`src/rtl/fm_demod_zc.sv`:
```
// Zero-crossing FM demodulator: measures the period between rising zero
// crossings and converts it to an NCO control word floor(2^32 / P).
// Optional build macro FM_DEMOD_AVG_EN: average over the last 4 accepted
// periods and compute floor(2^34 / sum) instead (35-cycle divide).
module fm_demod_zc #(
    parameter int unsigned CNT_W = 20,
    parameter int unsigned HYST  = 256
) (
    input  logic               clk,
    input  logic               rst,
    input  logic               sample_valid,
    input  logic signed [15:0] sample_in,
    output logic [31:0]        ctrl_out,
    output logic               ctrl_valid,
    output logic               busy,
    output logic               drop,
    output logic               ovf
);

`ifdef FM_DEMOD_AVG_EN
    localparam int unsigned DVS_W = CNT_W + 2;
    localparam int unsigned DIV_N = 35;
`else
    localparam int unsigned DVS_W = CNT_W;
    localparam int unsigned DIV_N = 33;
`endif
    localparam int unsigned REM_W = DVS_W + 1;
    localparam int unsigned IT_W  = 6;
    localparam int          NEG_HYST = -int'(HYST);
    localparam logic [CNT_W-1:0] CNT_MAX = '1;

    typedef enum logic {S_IDLE, S_DIV} state_t;

    state_t             state_q, state_d;
    logic               arm_q, arm_d;
    logic               seen_q, seen_d;
    logic               inv_q, inv_d;
    logic [CNT_W-1:0]   cnt_q, cnt_d;
    logic [DVS_W-1:0]   dvs_q, dvs_d;
    logic [DVS_W-1:0]   rem_q, rem_d;
    logic [30:0]        quo_q, quo_d;
    logic [IT_W-1:0]    it_q, it_d;
    logic [31:0]        ctrl_out_q, ctrl_out_d;
    logic               ctrl_valid_q, ctrl_valid_d;
    logic               busy_q, busy_d;
    logic               drop_q, drop_d;
    logic               ovf_q, ovf_d;
`ifdef FM_DEMOD_AVG_EN
    logic [3:0][CNT_W-1:0] win_q, win_d;
    logic [2:0]            fill_q, fill_d;
    logic [DVS_W-1:0]      sum_q, sum_d;
`endif

    logic               crossing_c;
    logic [CNT_W-1:0]   per_c;
    logic               start_c;
    logic [DVS_W-1:0]   start_dvs_c;
    logic [REM_W-1:0]   shift_c;
    logic               qbit_c;

    assign crossing_c = sample_valid && arm_q && !sample_in[15];
    assign per_c      = cnt_q + CNT_W'(1);

    // Detector, period counter, crossing arbitration and divider sequencing
    always_comb begin
        state_d      = state_q;
        arm_d        = arm_q;
        seen_d       = seen_q;
        inv_d        = inv_q;
        cnt_d        = cnt_q;
        dvs_d        = dvs_q;
        rem_d        = rem_q;
        quo_d        = quo_q;
        it_d         = it_q;
        ctrl_out_d   = ctrl_out_q;
        ctrl_valid_d = 1'b0;
        drop_d       = 1'b0;
        ovf_d        = 1'b0;
        start_c      = 1'b0;
        start_dvs_c  = '0;
        shift_c      = '0;
        qbit_c       = 1'b0;
`ifdef FM_DEMOD_AVG_EN
        win_d        = win_q;
        fill_d       = fill_q;
        sum_d        = sum_q;
`endif

        if (sample_valid) begin
            if (crossing_c) begin
                arm_d  = 1'b0;
                cnt_d  = '0;
                inv_d  = 1'b0;
                seen_d = 1'b1;
                if (seen_q) begin
                    if (inv_q) begin
                        ovf_d = 1'b1;
`ifdef FM_DEMOD_AVG_EN
                        fill_d = '0;
                        sum_d  = '0;
`endif
                    end else if (state_q == S_DIV) begin
                        drop_d = 1'b1;
`ifdef FM_DEMOD_AVG_EN
                        fill_d = '0;
                        sum_d  = '0;
`endif
                    end else begin
`ifdef FM_DEMOD_AVG_EN
                        win_d  = {win_q[2:0], per_c};
                        sum_d  = sum_q + DVS_W'(per_c)
                               - ((fill_q == 3'd4) ? DVS_W'(win_q[3]) : '0);
                        fill_d = (fill_q == 3'd4) ? 3'd4 : fill_q + 3'd1;
                        if (fill_d == 3'd4) begin
                            start_c     = 1'b1;
                            start_dvs_c = sum_d;
                        end
`else
                        start_c     = 1'b1;
                        start_dvs_c = per_c;
`endif
                    end
                end
            end else begin
                if (int'(sample_in) <= NEG_HYST) begin
                    arm_d = 1'b1;
                end
                if (cnt_q != CNT_MAX) begin
                    cnt_d = cnt_q + CNT_W'(1);
                    if (cnt_q == CNT_MAX - CNT_W'(1)) begin
                        inv_d = 1'b1;
                    end
                end
            end
        end

        case (state_q)
            S_IDLE: begin
                if (start_c) begin
                    state_d = S_DIV;
                    dvs_d   = start_dvs_c;
                    rem_d   = '0;
                    quo_d   = '0;
                    it_d    = '0;
                end
            end
            S_DIV: begin
                // Dividend is a single leading one followed by zeros
                shift_c = {rem_q, (it_q == '0)};
                if (shift_c >= {1'b0, dvs_q}) begin
                    qbit_c = 1'b1;
                    rem_d  = DVS_W'(shift_c - {1'b0, dvs_q});
                end else begin
                    rem_d  = shift_c[DVS_W-1:0];
                end
                quo_d = {quo_q[29:0], qbit_c};
                it_d  = it_q + IT_W'(1);
                if (it_q == IT_W'(DIV_N - 1)) begin
                    state_d      = S_IDLE;
                    ctrl_out_d   = {quo_q, qbit_c};
                    ctrl_valid_d = 1'b1;
                end
            end
            default: state_d = S_IDLE;
        endcase

        busy_d = (state_d == S_DIV);
    end

    // State and output registers with synchronous reset
    always_ff @(posedge clk) begin
        if (rst) begin
            state_q      <= S_IDLE;
            arm_q        <= 1'b0;
            seen_q       <= 1'b0;
            inv_q        <= 1'b0;
            cnt_q        <= '0;
            dvs_q        <= '0;
            rem_q        <= '0;
            quo_q        <= '0;
            it_q         <= '0;
            ctrl_out_q   <= '0;
            ctrl_valid_q <= 1'b0;
            busy_q       <= 1'b0;
            drop_q       <= 1'b0;
            ovf_q        <= 1'b0;
`ifdef FM_DEMOD_AVG_EN
            win_q        <= '0;
            fill_q       <= '0;
            sum_q        <= '0;
`endif
        end else begin
            state_q      <= state_d;
            arm_q        <= arm_d;
            seen_q       <= seen_d;
            inv_q        <= inv_d;
            cnt_q        <= cnt_d;
            dvs_q        <= dvs_d;
            rem_q        <= rem_d;
            quo_q        <= quo_d;
            it_q         <= it_d;
            ctrl_out_q   <= ctrl_out_d;
            ctrl_valid_q <= ctrl_valid_d;
            busy_q       <= busy_d;
            drop_q       <= drop_d;
            ovf_q        <= ovf_d;
`ifdef FM_DEMOD_AVG_EN
            win_q        <= win_d;
            fill_q       <= fill_d;
            sum_q        <= sum_d;
`endif
        end
    end

    assign ctrl_out   = ctrl_out_q;
    assign ctrl_valid = ctrl_valid_q;
    assign busy       = busy_q;
    assign drop       = drop_q;
    assign ovf        = ovf_q;

endmodule

```
`config.mk`:
```
export PLATFORM = sky130hd
export DESIGN_NAME = fm_demod_zc
export DESIGN_NICKNAME = d
export VERILOG_FILES = /design/src/rtl/fm_demod_zc.sv
export SDC_FILE = /design/constraint.sdc
export NUM_CORES = 1
export LEC_CHECK = 0
export ABC_AREA = 1
export BUFFER_PORTS_ARGS = -buffer_cell sky130_fd_sc_hd__buf_2
export CAP_MARGIN = 10
export CORE_MARGIN = 2
export CORE_UTILIZATION = 40
export DETAILED_ROUTE_END_ITERATION = 6
export PLACE_DENSITY = 0.55
export SETUP_SLACK_MARGIN = 0.15
export SYNTH_ARGS = -nofsm -noshare
export SYNTH_HDL_FRONTEND = slang
export SYNTH_SLANG_ARGS = --single-unit
```
`constraint.sdc`:
```
create_clock -name clk -period 5 [get_ports clk]
set_input_delay 1 -clock clk [delete_from_list [all_inputs] [get_ports clk]]
set_output_delay 1 -clock clk [all_outputs]
set_load 0.03 [all_outputs]
```
==> reports/summary.txt <==
Final GP Congestion = 0.863
Placement Setup Slack = 1810 ps
Worst-Skew Late Latency = 420 ps
switching share of power = 25.4%
post-layout util = 47.2%
vias = 6,203
EDFF count, synth = 0
arrival time worst endpoint = 3450 ps
Hold Vio Cnt, Final = 0
vias per cell = 4.87
Seq/Total Area, Yosys = 39.5%
Max VDD drop = 0.235 mV
crit share post-route = 63.7%
reg2reg path depth = 15
Synth Warn # = 0
Yosys reg bits = 136
worst slew pin tran = 881 ps
Tot Pwr = 2450 uW
Root Buffer = clkbuf_16
DRT antenna net count = 0
num rows = 47
Net Count, Synth = 1,045
die footprint = 18,300 sq um
Final setup viols = 0
RSZ-0062 raised after global routing = false
postcts setup bufs = 0
wire length per cell = 13.3 um
CTS tree = yes
share of cells above drive strength 1 = 11.0%
1st-iter DRT viols = 352
grt total ovfl = 0
iteration count of the initial detailed-routing pass = 5
final instance area = 7890 sq um
RR Endpoint = rem_q[2]
hpwl dp = 11,600 um
post-route setup TNS = 0 ps
Clk network pwr share = 51.1%
DRC Markers = 0
LEAKAGE = 0.00352 uW
largest net degree at the start of global routing = 42
Critical Path End = rem_q[2]
Port-buffer cells = 54
R2R setup slack = 1820 ps
status = completed
Hold Buf Count CTS = 0
RR Startpoint = it_q[0]
Pwr Density = 311 nW/um^2
kind of critical path = flip-flop to flip-flop
clock buffer depth = 2
core area = 16,700 sq um
final WL = 16,900 um
Yosys cell types = 37
initial antenna violation count = 0
H-tree level count = 4
CTS Buf Count = 17
Gate power share = 4.1%
Syn Area/Cell = 6.89 sq um
shortest period the worst path allows = 3180 ps
diode count = 0
io pins = 55
CP Capture Type = flip-flop
CP Max Fanout = 22
max_cap viols = 0
Critical Path RT = 5270 ps
Starting Density = 41.3%
first-pass GRT wire length = 28,900 um
fmax = 314 MHz
final net count = 1,084
Seq pwr share = 44.8%
Area after DPL = 7300 sq um
Hold Path Class = flip-flop to flip-flop
asr flop ratio synth = 0%
Final Skew = 10.1 ps
vias in the first global route = 5,864
Reg clk slew, reported paths = 60 ps
commonest non-fill, non-tap cell in the layout = nand2_1
crit path from = it_q[0]
startpoint types = flip-flop
GRT Resource Usage Total = 19.6%
synthesis-to-finish area growth = 14.4%
Primary FF master, synth = dfxtp_1
Die W = 135 um
Syn Inst Count = 1,001
max-slew violations = 0
most frequent cells in the layout = 321 x nand2_1, 135 x dfxtp_1, 108 x inv_1
Resized Gates After CTS = 0
P_int = 1830 uW
final worst setup slack = 1820 ps
net load switching power = 624 uW
synthesized cell area = 6890 sq um
worst relative slew slack = 40.9%
CTS Sinks = 136
die height = 135 um
## registers in the layout, summed over array words and instances (netlist names)
register    cells
ovf             1
busy            1
it_q            6
quo_q          31
seen_q          1
inv_q           1
ctrl_valid      1
cnt_q          20
drop            1
dvs_q          20
arm_q           1
rem_q          20
ctrl_out       32
## routing by layer
layer  up-vias  global-route usage, %  part of all wire [%]  wire (um)
met2        97                   29.6                    43       7210
met4         0                   5.96                   1.7        293
met5         -                      0                     0          0
met1      2781                   27.9                    52       8790
met3        26                   4.30                   3.5        582
li1       3299                      -                     -          -
## metrics by stage
step                std cells  hold slack, ps
floorplan                1001             433
global placement         1241             436
detailed placement       1241             441
CTS                      1273             450
global route             1273             480
finish                   1273             452
## cells in the mapped netlist (4+ instances only)
cell type / n / share of area (%)
inv_1: 108 / 5.9
nor4_1: 4 / 0.36
inv_2: 4 / 0.22
o21ai_0: 27 / 2.0
xnor2_1: 13 / 1.7
nor2_2: 6 / 0.54
nor2_1: 53 / 2.9
dfxtp_1: 136 / 39
nor3_1: 12 / 0.87
clkbuf_1: 25 / 1.4
buf_6: 4 / 0.65
nand2_2: 4 / 0.36
buf_2: 9 / 0.65
a21oi_1: 100 / 7.3
nand4_1: 10 / 0.91
nand3_1: 77 / 5.6
nand3b_1: 23 / 2.5
ha_1: 24 / 4.4
nand2_1: 321 / 17
a211oi_1: 6 / 0.65
xor2_1: 13 / 1.7
## cells by family (layout without fill, tap and decap cells)
| group | Yosys count | count (layout) | synth area share [%] |
|---|---|---|---|
| XOR/XNOR | 26 | 26 | 3.30 |
| AO/OA/AOI/OAI | 143 | 143 | 10.8 |
| buffers and inverters | 154 | 206 | 9.15 |
| AND/OR/NAND/NOR | 517 | 517 | 32.6 |
| flip-flops | 136 | 136 | 39.5 |
| adder cells (fa/ha/maj) | 25 | 25 | 4.65 |
## area by class of cell
cell class	count	area, sq um
Timing Repair Buffer	62	330
Sequential cell	136	2720
Multi-Input combinational cell	711	3550
Clock buffer	17	425
Tap cell	220	275
Inverter	112	420
Clock inverter	15	163
Fill cell	1733	8820
## worst min path at each step
| stage | end | start | slack [ps] | cells past startpoint |
|---|---|---|---|---|
| finish | ctrl_out[31] | ctrl_out[31] | 450 | 2 |
| global route | ctrl_out[2] | quo_q[1] | 480 | 2 |
| CTS | ctrl_out[31] | ctrl_out[31] | 450 | 2 |
| detailed placement | ctrl_out[31] | ctrl_out[31] | 440 | 2 |
| global placement | ctrl_out[31] | ctrl_out[31] | 440 | 2 |
| floorplan | ovf | inv_q | 430 | 2 |
## power groups by stage
stage          sequential, uW  clock, uW  combinational [uW]
2_1_floorplan            1120          0                74.7
3_3_place_gp             1120          0                 102
5_1_grt                  1100       1320                 117
4_1_cts                  1100       1280                 103
6_report                 1100       1250                 102
3_5_place_dp             1120          0                 102
## worst max-delay path: stages, from the launching register on
cell and delay, ps:
dfxtp_1 310, inv_1 110, ha_1 150, nor3b_2 210
nand3_1 170, ha_1 240, inv_1 110, nand2_1 80
nand3_2 70, nand2_1 70, nand2_1 100, nand2_2 280
nand2_1 750, o21ai_0 200, nand3_1 120, a21oi_1 60
Power figures use the tool's default switching activity.
